### config.mk
export PLATFORM = sky130hd
export DESIGN_NAME = csi_packet_controller
export DESIGN_NICKNAME = d
export VERILOG_FILES = /design/src/rtl/csi_packet_controller.sv
export SDC_FILE = /design/constraint.sdc
export NUM_CORES = 1
export LEC_CHECK = 0
export CAP_MARGIN = 20
export CORE_MARGIN = 2
export CORE_UTILIZATION = 46
export CTS_CLUSTER_DIAMETER = 30
export DETAILED_ROUTE_END_ITERATION = 12
export GPL_ROUTABILITY_DRIVEN = 0
export MAX_ROUTING_LAYER = met4
export PLACE_DENSITY_LB_ADDON = 0.12
export SYNTH_ARGS = -nofsm -noshare
export SYNTH_HDL_FRONTEND = slang
export SYNTH_SLANG_ARGS = --single-unit
export TNS_END_PERCENT = 50
### constraint.sdc
create_clock -name clock -period 3.2 [get_ports clock]
set_clock_uncertainty 0.15 [all_clocks]
set_input_delay 0.32 -clock clock [delete_from_list [all_inputs] [get_ports clock]]
set_output_delay 0.32 -clock clock [all_outputs]
set_load 0.01 [all_outputs]
### src/rtl/csi_packet_controller.sv
// rtl/csi_packet_controller.sv - CSI-2 packet header decode, payload framing and packet termination
module csi_packet_controller #(
    parameter int TIMEOUT = 1023
) (
    input  logic        clock,
    input  logic        reset,
    input  logic        enable,
    input  logic [31:0] word_in,
    input  logic        word_enable,
    input  logic        word_frame,
    output logic        wait_for_sync,
    output logic        packet_done,
    output logic [1:0]  vc,
    output logic [5:0]  data_type,
    output logic [15:0] word_count,
    output logic        header_valid,
    output logic        long_packet,
    output logic [31:0] payload_data,
    output logic        payload_enable,
    output logic        payload_last,
    output logic        abort
);

    typedef enum logic {
        ST_SYNC    = 1'b0,
        ST_PAYLOAD = 1'b1
    } state_t;

    localparam logic [15:0] TIMEOUT_LAST = 16'(TIMEOUT - 1);

    state_t      state_q, state_d;
    // Set once word_frame has been seen low; a new header is only taken when set,
    // so trailing words of a finished packet are never mistaken for a header.
    logic        armed_q, armed_d;
    // Words still expected, including the word carrying the CRC bytes.
    logic [16:0] remaining_q, remaining_d;
    logic [15:0] timeout_q, timeout_d;

    logic        wait_for_sync_q, wait_for_sync_d;
    logic        packet_done_q, packet_done_d;
    logic [1:0]  vc_q, vc_d;
    logic [5:0]  data_type_q, data_type_d;
    logic [15:0] word_count_q, word_count_d;
    logic        header_valid_q, header_valid_d;
    logic        long_packet_q, long_packet_d;
    logic [31:0] payload_data_q, payload_data_d;
    logic        payload_enable_q, payload_enable_d;
    logic        payload_last_q, payload_last_d;
    logic        abort_q, abort_d;

    // Next-state and registered-output computation for the SYNC/PAYLOAD sequencer.
    always_comb begin
        state_d          = state_q;
        armed_d          = armed_q | ~word_frame;
        remaining_d      = remaining_q;
        timeout_d        = timeout_q;
        wait_for_sync_d  = wait_for_sync_q;
        vc_d             = vc_q;
        data_type_d      = data_type_q;
        word_count_d     = word_count_q;
        long_packet_d    = long_packet_q;
        payload_data_d   = payload_data_q;
        header_valid_d   = 1'b0;
        packet_done_d    = 1'b0;
        payload_enable_d = 1'b0;
        payload_last_d   = 1'b0;
        abort_d          = 1'b0;

        case (state_q)
            ST_SYNC: begin
                wait_for_sync_d = 1'b1;
                timeout_d       = 16'd0;
                if (word_frame && word_enable && armed_q) begin
                    vc_d            = word_in[7:6];
                    data_type_d     = word_in[5:0];
                    word_count_d    = word_in[23:8];
                    long_packet_d   = (word_in[5:0] >= 6'h10);
                    header_valid_d  = 1'b1;
                    wait_for_sync_d = 1'b0;
                    armed_d         = 1'b0;
                    if (word_in[5:0] >= 6'h10) begin
                        // Payload bytes plus two CRC bytes, rounded up to whole words.
                        remaining_d = ({1'b0, word_in[23:8]} + 17'd5) >> 2;
                        state_d     = ST_PAYLOAD;
                    end else begin
                        packet_done_d = 1'b1;
                    end
                end
            end

            ST_PAYLOAD: begin
                wait_for_sync_d = 1'b0;
                if (word_enable) begin
                    payload_data_d   = word_in;
                    payload_enable_d = 1'b1;
                    remaining_d      = remaining_q - 17'd1;
                    timeout_d        = 16'd0;
                    if (remaining_q == 17'd1) begin
                        payload_last_d = 1'b1;
                        packet_done_d  = 1'b1;
                        state_d        = ST_SYNC;
                    end else if (!word_frame) begin
                        // Frame closed before the last word arrived.
                        abort_d       = 1'b1;
                        packet_done_d = 1'b1;
                        remaining_d   = 17'd0;
                        state_d       = ST_SYNC;
                    end
                end else if (!word_frame || (timeout_q == TIMEOUT_LAST)) begin
                    abort_d       = 1'b1;
                    packet_done_d = 1'b1;
                    remaining_d   = 17'd0;
                    timeout_d     = 16'd0;
                    state_d       = ST_SYNC;
                end else begin
                    timeout_d = timeout_q + 16'd1;
                end
            end

            default: begin
                state_d = ST_SYNC;
            end
        endcase
    end

    // State and output registers; everything holds while enable is low.
    always_ff @(posedge clock or posedge reset) begin
        if (reset) begin
            state_q          <= ST_SYNC;
            armed_q          <= 1'b0;
            remaining_q      <= 17'd0;
            timeout_q        <= 16'd0;
            wait_for_sync_q  <= 1'b1;
            packet_done_q    <= 1'b0;
            vc_q             <= 2'd0;
            data_type_q      <= 6'd0;
            word_count_q     <= 16'd0;
            header_valid_q   <= 1'b0;
            long_packet_q    <= 1'b0;
            payload_data_q   <= 32'd0;
            payload_enable_q <= 1'b0;
            payload_last_q   <= 1'b0;
            abort_q          <= 1'b0;
        end else if (enable) begin
            state_q          <= state_d;
            armed_q          <= armed_d;
            remaining_q      <= remaining_d;
            timeout_q        <= timeout_d;
            wait_for_sync_q  <= wait_for_sync_d;
            packet_done_q    <= packet_done_d;
            vc_q             <= vc_d;
            data_type_q      <= data_type_d;
            word_count_q     <= word_count_d;
            header_valid_q   <= header_valid_d;
            long_packet_q    <= long_packet_d;
            payload_data_q   <= payload_data_d;
            payload_enable_q <= payload_enable_d;
            payload_last_q   <= payload_last_d;
            abort_q          <= abort_d;
        end
    end

    assign wait_for_sync  = wait_for_sync_q;
    assign packet_done    = packet_done_q;
    assign vc             = vc_q;
    assign data_type      = data_type_q;
    assign word_count     = word_count_q;
    assign header_valid   = header_valid_q;
    assign long_packet    = long_packet_q;
    assign payload_data   = payload_data_q;
    assign payload_enable = payload_enable_q;
    assign payload_last   = payload_last_q;
    assign abort          = abort_q;

endmodule

==> flow_summary.ini <==
[pwr]
power.total_mw = 5.017
power_density_nw_per_um2 = 840.9
power.leakage_nw = 2.456
peakVddDrop_v = 0.0006033

[worst_setup_path]
worstSetupStartpointType = register
r2r_start = timeout_q[15]
r2r_slack_ps = 580
rr_worst_depth = 6
end_kind = register
criticalPathCategory = register to register
cp.required_ps = 3310
cp.arrival_ps = 2730
cp_max_fo = 18
r2r_end = remaining_q[2]

[synth]
synthCells = 398
synth_fa_ha_area_share_pct = 1.084
avgSynthCellArea_sq_um = 11.60
ys_seq_area_share_pct = 53.13
synth-edff-count = 0
synth_warnings = 0
synth-simple-area-share_pct = 13.63
synth_compound_area_share_pct = 10.30
synth.distinct_cells = 55
synth_top_family_by_area = multiplexers
synth_xor_area_share_pct = 5.121
muxShareOfSynthArea_pct = 13.90
syn-num-nets = 439
synth-seq-cells = 98
synth_ff_type = dfrtp_1
syn_area_sq_um = 4618
async_reset_ff_share_pct = 100.0

[run]
cap_violations = 0

[clocking]
insertion_delay_ps = 390
cts_sinks = 98
htreeDepth = 3
cts_root_buf = clkbuf_8
post_cts_buffers = 0
cts_resized = 0
postCtsHoldBufs = 0
cts_made_buffers = 9
clkTransAtPathRegs_ps = 100
cts_tree = built
cts.path.max_buffers = 2

[grt]
antenna_found_initial = 0
grt_usage_pct = 21.77
grt_pass1_wl_mm = 18.16
grt_pass1_vias = 3563
grt_remaining_overflow = 0
grt_max_degree = 62

[final_layout]
final_util_pct = 61.03
fin_cells = 640
num-nets-final = 543
final_cell_mix = 99 x clkdlybuf4s50_1, 97 x dfrtp_1, 57 x mux2_2
drive_gt1_share_pct = 18.93
layout.cells.most_common = clkdlybuf4s50_1
design_area_sq_um = 5966
antenna_cells = 0
areaGrowthSynthToFinish_pct = 29.18

[timing]
rsz0062_at_grt = no
setup-violations-final = 0
timing.final.crit_period_ps = 2622
tns_ps = 0
relSlewSlack_pct = 48.04
hold_viol = 0
whs_ps = 224.1
fin_ws_ps = 578.1
final_max_slew_viol_count = 0
worstMarginPinSlew_ps = 779.5
max_clock_freq_mhz = 381.4
period_share_pct = 81.93

[route]
first_pass_iters = 4
wl_per_cell_microns = 17.06
vias = 3442
drc = 0
ant_nets = 0
drt-vias-per-instance = 5.378
wl_mm = 10.92
initialDrtViolationCount = 125

[place]
place_ws_ps = 530.9
dpl_cell_area_sq_um = 5758
dp_hpwl_mm = 7.652
io_buffers = 99
placedCellCount = 624

[die]
ios = 100
dieHeight_microns = 104.2
core_sq_um = 9774
start_util_pct = 47.25
die_w_microns = 104.2
die_area_sq_um = 10860
rows = 36

[min_path]
min_path_type = input port to async pin

[outcome]
outcome = finished clean
cell usage after synthesis, types with 4 or more instances:
cell | number | area (sq um)
xnor2_1 | 9 | 78.83
mux2_2 | 57 | 641.9
nor2_1 | 36 | 135.1
clkbuf_1 | 7 | 26.28
ha_1 | 4 | 50.05
o21ai_0 | 26 | 130.1
nor3_1 | 10 | 50.05
nand2_1 | 23 | 86.33
inv_1 | 8 | 30.03
a21oi_1 | 11 | 55.05
xor2_1 | 18 | 157.7
nand4_1 | 7 | 43.79
dfrtp_1 | 97 | 2427
nand3_1 | 16 | 80.08
o22ai_1 | 5 | 31.28
a22o_1 | 8 | 70.07
flip-flops by register name (all words and copies together), names as in the netlist, 2 cells and up:
| name | flops |
|---|---|
| timeout_q | 16 |
| payload_data | 32 |
| word_count | 16 |
| remaining_q | 17 |
| vc | 2 |
| data_type | 6 |
report_power, final:
part | leakage, nW | switching [mW] | total, mW | internal, mW
Combinational | 1.13 | 0.912 | 2.13 | 1.22
Clock | 0.102 | 0.478 | 0.853 | 0.375
Sequential | 1.22 | 0.321 | 2.03 | 1.71
Total | 2.46 | 1.71 | 5.02 | 3.31
critical path: stages, from the launching register on:
cell	delay [ps]
dfrtp_1	400
or4_1	540
nor4_2	340
o21a_1	570
o21ai_0	180
a22oi_1	210
o21ai_0	120
cell type report:
type / count / area [sq um]
Multi-Input combinational cell: 277 / 2036
Timing Repair Buffer: 108 / 1071
Fill cell: 836 / 3809
Clock buffer: 9 / 123.9
Clock inverter: 7 / 83.83
Tap cell: 133 / 166.4
Sequential cell: 98 / 2454
Inverter: 8 / 31.28
how the worst max path moves through the flow:
stage / startpoint / end / depth (start not counted) / slack (ps)
after floorplan: reset / abort / 1 / 170
after global placement: word_in[11] / remaining_q[11] / 7 / 570
after detailed placement: word_in[11] / remaining_q[11] / 7 / 530
after CTS: timeout_q[11] / remaining_q[2] / 6 / 580
after global routing: timeout_q[11] / remaining_q[2] / 6 / 360
final: timeout_q[15] / remaining_q[2] / 6 / 580
logic make-up after synthesis:
logic type / after synthesis
xor gates and xnor gates: 27
adders and majority gates: 4
buffers and inverters: 23
and+or+nand+nor: 118
muxes: 57
AOI/OAI and AO/OA: 71
DFF: 98
metal layers:
metal / GRT usage [%] / wire, microns / vias up
met2: 32.85 / 5151 / 94
met3: 6.015 / 628 / 10
met5: - / 0 / -
li1: - / - / 1635
met4: 6.081 / 131 / 0
met1: 29.08 / 5009 / 1703
Note: power is estimated with default switching activity, not from simulation.
